**config.mk**
```make
export PLATFORM = sky130hd
export DESIGN_NAME = mc_fetch_ctrl
export DESIGN_NICKNAME = d
export VERILOG_FILES = /design/src/rtl/mc_fetch_ctrl.sv
export SDC_FILE = /design/constraint.sdc
export NUM_CORES = 1
export LEC_CHECK = 0
export BUFFER_PORTS_ARGS = -buffer_cell sky130_fd_sc_hd__buf_2
export CAP_MARGIN = 10
export CORE_MARGIN = 4
export CORE_UTILIZATION = 45
export DETAILED_ROUTE_END_ITERATION = 8
export GPL_TIMING_DRIVEN = 0
export PLACE_DENSITY = 0.74
export SYNTH_ARGS = -nofsm -noshare
export SYNTH_HDL_FRONTEND = slang
export SYNTH_SLANG_ARGS = --single-unit
```
**constraint.sdc**
```tcl
create_clock -name clk -period 3.8 [get_ports clk]
set_clock_uncertainty 0.05 [all_clocks]
set_input_delay 0.38 -clock clk [delete_from_list [all_inputs] [get_ports clk]]
set_output_delay 0.38 -clock clk [all_outputs]
set_load 0.02 [all_outputs]
```
**src/rtl/mc_fetch_ctrl.sv**
```systemverilog
// mc_fetch_ctrl: multi-cycle MIPS main controller sequencing fetch, decode, execute, memory and writeback.
// Controls are decoded combinationally from the current state; a memory-stall watchdog parks the core in HALT.
module mc_fetch_ctrl #(
  parameter int CNT_W      = 32,
  parameter int WAIT_LIMIT = 16
) (
  input  logic             clk,
  input  logic             reset,
  input  logic [5:0]       opcode,
  input  logic [5:0]       funct,
  input  logic             zero,
  input  logic             im_ready,
  input  logic             dm_ready,
  output logic             pc_we,
  output logic [1:0]       pc_sel,
  output logic             ir_we,
  output logic             reg_we,
  output logic [1:0]       reg_dst,
  output logic [1:0]       wd_sel,
  output logic             alu_src,
  output logic [1:0]       alu_op,
  output logic             ext_op,
  output logic             dm_re,
  output logic             dm_we,
  output logic [2:0]       state,
  output logic             instr_done,
  output logic             illegal,
  output logic             timeout,
  output logic [CNT_W-1:0] instr_cnt
);

  // state  | meaning
  // FETCH  | wait for im_ready, load IR, PC <= PC+4
  // DECODE | jumps and nop/illegal retire here
  // EXEC   | ALU operation, beq resolves and retires
  // MEM    | lw/sw data memory handshake
  // WB     | GRF write of ALU result or load data
  // HALT   | memory timeout, left only by reset
  typedef enum logic [2:0] {
    FETCH  = 3'd0,
    DECODE = 3'd1,
    EXEC   = 3'd2,
    MEM    = 3'd3,
    WB     = 3'd4,
    HALT   = 3'd5
  } state_t;

  localparam int WW = $clog2(WAIT_LIMIT + 1);

  state_t        st;
  logic [WW-1:0] wait_cnt;
  logic          waiting;

  logic is_r, i_addu, i_subu, i_jr, i_nop, i_ori, i_lui;
  logic i_lw, i_sw, i_beq, i_j, i_jal, i_ill;

  assign is_r   = (opcode == 6'b000000);
  assign i_addu = is_r && (funct == 6'b100001);
  assign i_subu = is_r && (funct == 6'b100011);
  assign i_jr   = is_r && (funct == 6'b001000);
  assign i_nop  = is_r && (funct == 6'b000000);
  assign i_ori  = (opcode == 6'b001101);
  assign i_lui  = (opcode == 6'b001111);
  assign i_lw   = (opcode == 6'b100011);
  assign i_sw   = (opcode == 6'b101011);
  assign i_beq  = (opcode == 6'b000100);
  assign i_j    = (opcode == 6'b000010);
  assign i_jal  = (opcode == 6'b000011);
  assign i_ill  = !(i_addu || i_subu || i_jr || i_nop || i_ori || i_lui ||
                    i_lw || i_sw || i_beq || i_j || i_jal);

  assign state   = st;
  assign waiting = ((st == FETCH) && !im_ready) || ((st == MEM) && !dm_ready);

  always_comb begin
    pc_we      = 1'b0;
    pc_sel     = 2'd0;
    ir_we      = 1'b0;
    reg_we     = 1'b0;
    reg_dst    = 2'd0;
    wd_sel     = 2'd0;
    alu_src    = 1'b0;
    alu_op     = 2'd0;
    ext_op     = 1'b0;
    dm_re      = 1'b0;
    dm_we      = 1'b0;
    instr_done = 1'b0;
    illegal    = 1'b0;
    // Nothing may write while reset is held, even though FETCH is already current.
    if (reset) begin
      if (st == EXEC || st == MEM || st == WB) begin
        if (i_subu || i_beq)   alu_op = 2'd1;
        else if (i_ori)        alu_op = 2'd2;
        else if (i_lui)        alu_op = 2'd3;
        alu_src = i_ori || i_lui || i_lw || i_sw;
        ext_op  = i_lw || i_sw;
      end
      unique case (st)
        FETCH: begin
          ir_we = im_ready;
          pc_we = im_ready;
        end
        DECODE: begin
          if (i_j || i_jal) begin
            pc_we  = 1'b1;
            pc_sel = 2'd2;
          end
          if (i_jal) begin
            reg_we  = 1'b1;
            reg_dst = 2'd2;
            wd_sel  = 2'd2;
          end
          if (i_jr) begin
            pc_we  = 1'b1;
            pc_sel = 2'd3;
          end
          instr_done = i_j || i_jal || i_jr || i_nop || i_ill;
          illegal    = i_ill;
        end
        EXEC: begin
          if (i_beq) begin
            pc_we      = zero;
            pc_sel     = 2'd1;
            instr_done = 1'b1;
          end
        end
        MEM: begin
          dm_re      = i_lw;
          dm_we      = i_sw;
          instr_done = i_sw && dm_ready;
        end
        WB: begin
          reg_we     = 1'b1;
          reg_dst    = is_r ? 2'd1 : 2'd0;
          wd_sel     = i_lw ? 2'd1 : 2'd0;
          instr_done = 1'b1;
        end
        default: ;
      endcase
    end
  end

  always_ff @(posedge clk or negedge reset) begin
    if (!reset) begin
      st        <= FETCH;
      wait_cnt  <= '0;
      timeout   <= 1'b0;
      instr_cnt <= '0;
    end else begin
      if (instr_done) instr_cnt <= instr_cnt + 1'b1;
      if (waiting) begin
        // The WAIT_LIMIT-th consecutive stalled cycle trips the watchdog; ready that cycle avoids it.
        if (wait_cnt == WW'(WAIT_LIMIT - 1)) begin
          timeout  <= 1'b1;
          st       <= HALT;
          wait_cnt <= '0;
        end else begin
          wait_cnt <= wait_cnt + 1'b1;
        end
      end else begin
        wait_cnt <= '0;
        case (st)
          FETCH:   st <= DECODE;
          DECODE:  st <= (i_j || i_jal || i_jr || i_nop || i_ill) ? FETCH : EXEC;
          EXEC: begin
            if (i_beq)             st <= FETCH;
            else if (i_lw || i_sw) st <= MEM;
            else                   st <= WB;
          end
          MEM:     st <= i_lw ? WB : FETCH;
          WB:      st <= FETCH;
          HALT:    st <= HALT;
          default: st <= FETCH;
        endcase
      end
    end
  end

endmodule

```
==> Word-level counts from Yosys, hierarchy flattened <==
Cells that the tools add are included.
{ "totals": {"register_bits": 41, "wordCells": 108, "inputBits": 17} }
{ "classes": {"n_eq_ne": 17, "muxes": 49, "n_reduce_logical": 36, "add_sub_neg": 2} }
{ "ops": {"columns": ["cell", "count"], "rows": [
  ["$add A32 B1 Y32 const B", 1],
  ["$eq A6 B6 Y1 const B", 4],
  ["$mux W2", 12],
  ["$mux W1", 23],
  ["$logic_or A1 B1 Y1", 22],
  ["$eq A6 B4 Y1 const B", 3],
  ["$mux W3", 5],
  ["$pmux W3 S5", 1],
  ["$eq A6 B2 Y1 const B", 2],
  ["$logic_not A6 Y1", 2],
  ["$pmux W2 S2", 3],
  ["$mux W5", 2],
  ["$logic_and A1 B1 Y1", 7],
  ["$eq A3 B2 Y1 const B", 2],
  ["$eq A3 B3 Y1 const B", 2],
  ["$eq A6 B3 Y1 const B", 1],
  ["$add A5 B1 Y5 const B", 1],
  ["$eq A5 B4 Y1 const B", 1],
  ["$pmux W1 S4", 1],
  ["$eq A3 B1 Y1 const B", 1],
  ["$logic_not A1 Y1", 3],
  ["$logic_not A3 Y1", 1],
  ["$pmux W1 S3", 1],
  ["$ne A2 B1 Y1 const B", 1],
  ["2 further kinds", 2]
]} }

==> Longest topological paths before layout <==
{ "depth": {"word_depth": 17, "ltp_mapped": 8, "depth_no_buf": 6} }

==> Least setup slack after synthesis <==
OpenSTA, ideal clock, no wires.
{ "synth_path": {"kind": "flip-flop to output port", "from": "reg st[1] (netlist: state[1])", "to": "out alu_src", "setup_slack_ns": 1.172, "path_buffers": 1, "arrival_ns": 2.198, "stages_incl_launch_ff": 6, "cell_sequence": "dfrtp_1 clkbuf_1 nor2b_1 o21ai_0 nor4_1 or2_2"} }
{ "synth_via": {"elab_chain_cells": 5, "word_cells_on_any_way": 7} }
{ "synth_lines": {"columns": ["item", "line", "rtl"], "rows": [
  ["start: declaration", "50", "state_t st;"],
  ["start signal: assignment", "164", "DECODE: st <= (i_j || i_jal || i_jr || i_nop || i_ill) ? FETCH : EXEC;"],
  ["start signal: assignment", "170", "MEM: st <= i_lw ? WB : FETCH;"],
  ["$eq A3 B2 Y1", "91", "if (st == EXEC || st == MEM || st == WB) begin"],
  ["$logic_or A1 B1 Y1", "91", null],
  ["$logic_or A1 B1 Y1 *", "91", null],
  ["$mux W1 *", "91", null],
  ["$mux W1 *", "90", "if (reset) begin"],
  ["end: declaration", "20", "output logic alu_src,"]
]} }
Mark *: on every way between the ends. The rest lies on a longest branch, timed or not.

==> Worst setup path after layout <==
{ "layout_path": {"from": "reg st[1] (netlist: state[1])", "to": "out instr_done"} }
{ "layout_via": {"elab_chain_cells": 3, "word_cells_on_any_way": 6} }
{ "layout_lines": {"columns": ["item", "line", "rtl"], "rows": [
  ["$eq A3 B3 Y1 (tied with other cells)", "98", "unique case (st)"],
  ["$pmux W1 S4 *", "98", null],
  ["$mux W1 *", "90", null],
  ["end: declaration", "26", "output logic instr_done,"]
]} }
Marked as above.

==> report_table.html <==
<table>
<tr><th>Metric</th><th>Value</th></tr>
<tr><th colspan="2">Route</th></tr>
<tr><td>Average wire length per cell after detail routing</td><td>14.6 um</td></tr>
<tr><td>DRT Pass-1 Iters</td><td>4</td></tr>
<tr><td>Via density per instance</td><td>5.44</td></tr>
<tr><td>Number of DRC violations after detailed-routing iteration 0</td><td>109</td></tr>
<tr><td>Routed vias</td><td>about 2200</td></tr>
<tr><td>Antenna-violating nets left</td><td>0</td></tr>
<tr><td>Aggregate routed wire length</td><td>~6000 um</td></tr>
<tr><td>Number of DRC violations after detailed routing</td><td>0</td></tr>
<tr><th colspan="2">Logic synthesis</th></tr>
<tr><td>Post-synthesis cell area</td><td>2450 um^2</td></tr>
<tr><td>Portion of the post-synthesis area used by sequential elements</td><td>0.419</td></tr>
<tr><td>Number of warnings printed during yosys synthesis</td><td>0</td></tr>
<tr><td>Average instance area after synthesis</td><td>around 9.5 um^2</td></tr>
<tr><td>EDFF count, synth</td><td>0</td></tr>
<tr><td>Largest cells by area after synthesis</td><td>sky130_fd_sc_hd__dfrtp_1 (42%), sky130_fd_sc_hd__xor2_1 (9.7%), sky130_fd_sc_hd__nor3_1 (4.7%)</td></tr>
<tr><td>Commonest cells in the synthesized netlist</td><td>sky130_fd_sc_hd__dfrtp_1 (41), sky130_fd_sc_hd__xor2_1 (27), sky130_fd_sc_hd__nor3_1 (23)</td></tr>
<tr><td>Distinct cells, synth</td><td>48</td></tr>
<tr><td>Top cell type by total area after synthesis</td><td>sky130_fd_sc_hd__dfrtp_1</td></tr>
<tr><td>Number of storage elements in the synthesis netlist</td><td>41</td></tr>
<tr><td>Number of instances in the synthesized netlist</td><td>258</td></tr>
<tr><td>Top flip-flop cell by instance count after synthesis</td><td>sky130_fd_sc_hd__dfrtp_1</td></tr>
<tr><td>Share of synthesized flip-flops with an asynchronous set or reset</td><td>1.00</td></tr>
<tr><td>Most instantiated library cell after synthesis</td><td>sky130_fd_sc_hd__dfrtp_1</td></tr>
<tr><td>Mapped Nets</td><td>between 200 and 300</td></tr>
<tr><td>Share of the synthesized area in the top cell type</td><td>0.419</td></tr>
<tr><th colspan="2">Final layout</th></tr>
<tr><td>Fin area</td><td>a little under 3000 um^2</td></tr>
<tr><td># fillers</td><td>451</td></tr>
<tr><td>Sequential cell area</td><td>1030 um^2</td></tr>
<tr><td>Net count, final</td><td>roughly 350</td></tr>
<tr><td>Final Instance Count excl. Fillers</td><td>between 400 and 500</td></tr>
<tr><td>Signed area change from the synthesized netlist to the final layout</td><td>20.9%</td></tr>
<tr><td>Antenna cells</td><td>0</td></tr>
<tr><td>Total area of multi-input combinational cells</td><td>1320 um^2</td></tr>
<tr><td>Layout cells sized above 1</td><td>0.299</td></tr>
<tr><th colspan="2">Clocking</th></tr>
<tr><td>TritonCTS Buffers</td><td>5</td></tr>
<tr><td>Clock edge transition at the registers on the reported setup and hold paths</td><td>0.08 ns</td></tr>
<tr><td>Post-cts repair resize count</td><td>0</td></tr>
<tr><td>Clock insertion delay at the later pin of the skew report</td><td>around 0.29 ns</td></tr>
<tr><td>H-tree depth reported by CTS</td><td>2</td></tr>
<tr><td>Number of post-CTS setup repair buffers</td><td>0</td></tr>
<tr><td>Buffer cell driving the clock tree root</td><td>sky130_fd_sc_hd__clkbuf_8</td></tr>
<tr><td>Hold-fix buffers at CTS</td><td>0</td></tr>
<tr><td>Maximum number of buffers from clock root to sink</td><td>2</td></tr>
<tr><td>Sinks on the clock net</td><td>41</td></tr>
<tr><td>Clock tree from TritonCTS</td><td>built</td></tr>
<tr><th colspan="2">Timing</th></tr>
<tr><td>Relative slew margins</td><td>0.387</td></tr>
<tr><td>Final-report setup violation count</td><td>0</td></tr>
<tr><td>Setup TNS</td><td>0 ns</td></tr>
<tr><td>Unrepaired setup endpoints after global routing</td><td>no</td></tr>
<tr><td>Pin slew with the least headroom to its limit</td><td>just over 0.9 ns</td></tr>
<tr><td>Max Transition Viols Final</td><td>0</td></tr>
<tr><td>Number of hold violations in the final report</td><td>0</td></tr>
<tr><td>Tcrit/Tclk final</td><td>0.722</td></tr>
<tr><td>Fmax</td><td>between 0.3 and 0.4 GHz</td></tr>
<tr><td>Minimum period implied by the final worst setup slack</td><td>2.74 ns</td></tr>
<tr><th colspan="2">Setup path</th></tr>
<tr><td>Highest-delay cell along the critical path</td><td>sky130_fd_sc_hd__dfrtp_1</td></tr>
<tr><td>Critical path class</td><td>flip-flop to primary output</td></tr>
<tr><td>Kind of end point of the critical path</td><td>primary output</td></tr>
<tr><td>Top cell family by delay on the critical path</td><td>simple AND/OR/NAND/NOR gates</td></tr>
<tr><td>Required time reported for the critical path endpoint</td><td>about 3.4 ns</td></tr>
<tr><td>Stage delay of the slowest cell on the critical path</td><td>roughly 0.4 ns</td></tr>
<tr><td>Data arrival time of the critical path</td><td>approximately 2.3 ns</td></tr>
<tr><td>Launch instance of the worst register-to-register path</td><td>state[1]</td></tr>
<tr><td>WP buf/inv</td><td>3</td></tr>
<tr><td>Critical-path cell list</td><td>clkbuf_1, nor2b_1, nand4_1, nand3_1, a21oi_4, buf_6, nor2_4, buf_2</td></tr>
<tr><td>Launch point of the worst path</td><td>state[1]</td></tr>
<tr><td>Maximum fanout along the worst path</td><td>10</td></tr>
<tr><td>Critical path launch point type</td><td>flip-flop</td></tr>
<tr><th colspan="2">Floorplan</th></tr>
<tr><td>Placeable core region</td><td>between 5000 and 6000 um^2</td></tr>
<tr><td>IO Count</td><td>70</td></tr>
<tr><td>Initial core utilization</td><td>0.473</td></tr>
<tr><td>DIE AREA</td><td>6680 um^2</td></tr>
<tr><td>Total number of placement rows</td><td>26</td></tr>
<tr><td>Die span in y</td><td>~80 um</td></tr>
<tr><td>Die X</td><td>~80 um</td></tr>
<tr><th colspan="2">Status</th></tr>
<tr><td>Outcome</td><td>completed</td></tr>
<tr><th colspan="2">Place</th></tr>
<tr><td>DP Cell Count</td><td>396</td></tr>
<tr><td>Instance area at placement</td><td>2870 um^2</td></tr>
<tr><td>Dpl hpwl</td><td>4420 um</td></tr>
<tr><td>Global placer's final weighted congestion</td><td>just over 0.9</td></tr>
<tr><td>Number of buffers inserted by port buffering</td><td>between 60 and 70</td></tr>
<tr><th colspan="2">GRT</th></tr>
<tr><td>Wire length of the first global-routing pass</td><td>between 10000 and 15000 um</td></tr>
<tr><td>Vias in the first global route</td><td>2175</td></tr>
<tr><td>Gr usage total</td><td>0.191</td></tr>
<tr><td>Number of antenna violations at the first check in global routing</td><td>0</td></tr>
<tr><td>GRT Residual Overflow</td><td>0</td></tr>
<tr><td>Maximum number of pins on one net before global-route repair</td><td>43</td></tr>
<tr><th colspan="2">Power</th></tr>
<tr><td>Leakage power</td><td>between 1.5 and 2 nW</td></tr>
<tr><td>Cell area power density</td><td>between 300 and 400 nW/um^2</td></tr>
<tr><td>Largest voltage drop on the vdd net</td><td>0.326 mV</td></tr>
<tr><th colspan="2">Worst hold path</th></tr>
<tr><td>Type of the worst min-delay path</td><td>input port to asynchronous set/reset pin</td></tr>
<tr><th colspan="2">Job</th></tr>
<tr><td>Number of max-cap violations</td><td>0</td></tr>
</table>
where the power goes:
| group | internal [W] | switching (W) |
|---|---|---|
| Clock | 0.000127 | 0.000147 |
| Sequential | 0.000462 | 0.0000275 |
| Combinational | 0.0000903 | 0.000164 |
registers in the layout, indices dropped and copies added, names as in the netlist:
signal	count
state	3
timeout	1
wait_cnt	5
instr_cnt	32
final cells by class:
type | count | share of cell area
Sequential cell | 41 | 0.347
Inverter | 7 | 0.00889
Clock buffer | 6 | 0.0245
Buffer | 12 | 0.0267
Clock inverter | 2 | 0.00339
Multi-Input combinational cell | 198 | 0.445
Timing Repair Buffer | 68 | 0.115
Tap cell | 70 | 0.0296
final timing paths:
check / endpoint / cells after the start / slack, ns
max: instr_done / 8 / 1.06
min: instr_cnt[24] / 1 / 0.17
max reg2reg: instr_cnt[22] / 8 / 1.42
min reg2reg: wait_cnt[0] / 1 / 0.41
max in group asynchronous: instr_cnt[15] / 1 / 2.96
min in group clk: wait_cnt[0] / 1 / 0.41
cell usage in the layout, fill, tap and decap left out, types with 2 or more instances in the layout:
cell	Yosys	final
sky130_fd_sc_hd__a211oi_1	2	2
sky130_fd_sc_hd__a21oi_1	4	4
sky130_fd_sc_hd__and2_1	5	5
sky130_fd_sc_hd__and3_1	5	5
sky130_fd_sc_hd__buf_2	3	71
sky130_fd_sc_hd__buf_4	2	2
sky130_fd_sc_hd__buf_6	3	3
sky130_fd_sc_hd__clkbuf_1	4	5
sky130_fd_sc_hd__clkbuf_8	0	5
sky130_fd_sc_hd__clkinv_2	0	2
sky130_fd_sc_hd__dfrtp_1	41	41
sky130_fd_sc_hd__ha_1	2	2
sky130_fd_sc_hd__inv_1	7	7
sky130_fd_sc_hd__nand2_1	22	22
sky130_fd_sc_hd__nand2b_1	4	4
sky130_fd_sc_hd__nand3_1	11	11
sky130_fd_sc_hd__nand4_1	6	6
sky130_fd_sc_hd__nor2_1	20	20
sky130_fd_sc_hd__nor2b_1	3	3
sky130_fd_sc_hd__nor3_1	23	23
sky130_fd_sc_hd__nor3b_1	5	5
sky130_fd_sc_hd__nor4_1	11	11
sky130_fd_sc_hd__nor4b_2	4	4
sky130_fd_sc_hd__o21ai_0	7	7
sky130_fd_sc_hd__or2_2	3	3
sky130_fd_sc_hd__or3_1	5	5
sky130_fd_sc_hd__or4_4	2	2
sky130_fd_sc_hd__xnor2_1	6	6
sky130_fd_sc_hd__xor2_1	27	27
metrics by stage:
step	utilization	power [W]	worst slack (ns)	hold WS, ns
CTS	0.572	0.00103	1.09	0.205
detailed placement	0.556	0.000754	0.839	0.399
floorplan	-	0.000666	1.17	0.0344
global placement	0.556	0.000752	0.906	0.394
global route	0.572	0.00108	0.838	0.247
finish	0.572	0.00102	1.06	0.168
cell families (layout without fill, tap and decap cells):
| family | Yosys count | in the layout | synth area share |
|---|---|---|---|
| compound gates | 22 | 22 | 0.0614 |
| xor+xnor | 33 | 33 | 0.118 |
| fa+ha+maj | 2 | 2 | 0.0102 |
| buf+inv | 19 | 95 | 0.0430 |
| flops | 41 | 41 | 0.419 |
| mux | 1 | 1 | 0.00614 |
| simple gates | 140 | 140 | 0.342 |
layer usage:
metal | vias to the layer above | GRT usage | routed length, um
li1 | 1069 | - | -
met1 | 1057 | 0.267 | 2740
met2 | 66 | 0.304 | 2790
met3 | 4 | 0.0373 | 323
met4 | 0 | 0.0515 | 39
met5 | - | 0 | 0
No activity file was read; power rests on OpenSTA's default activity.
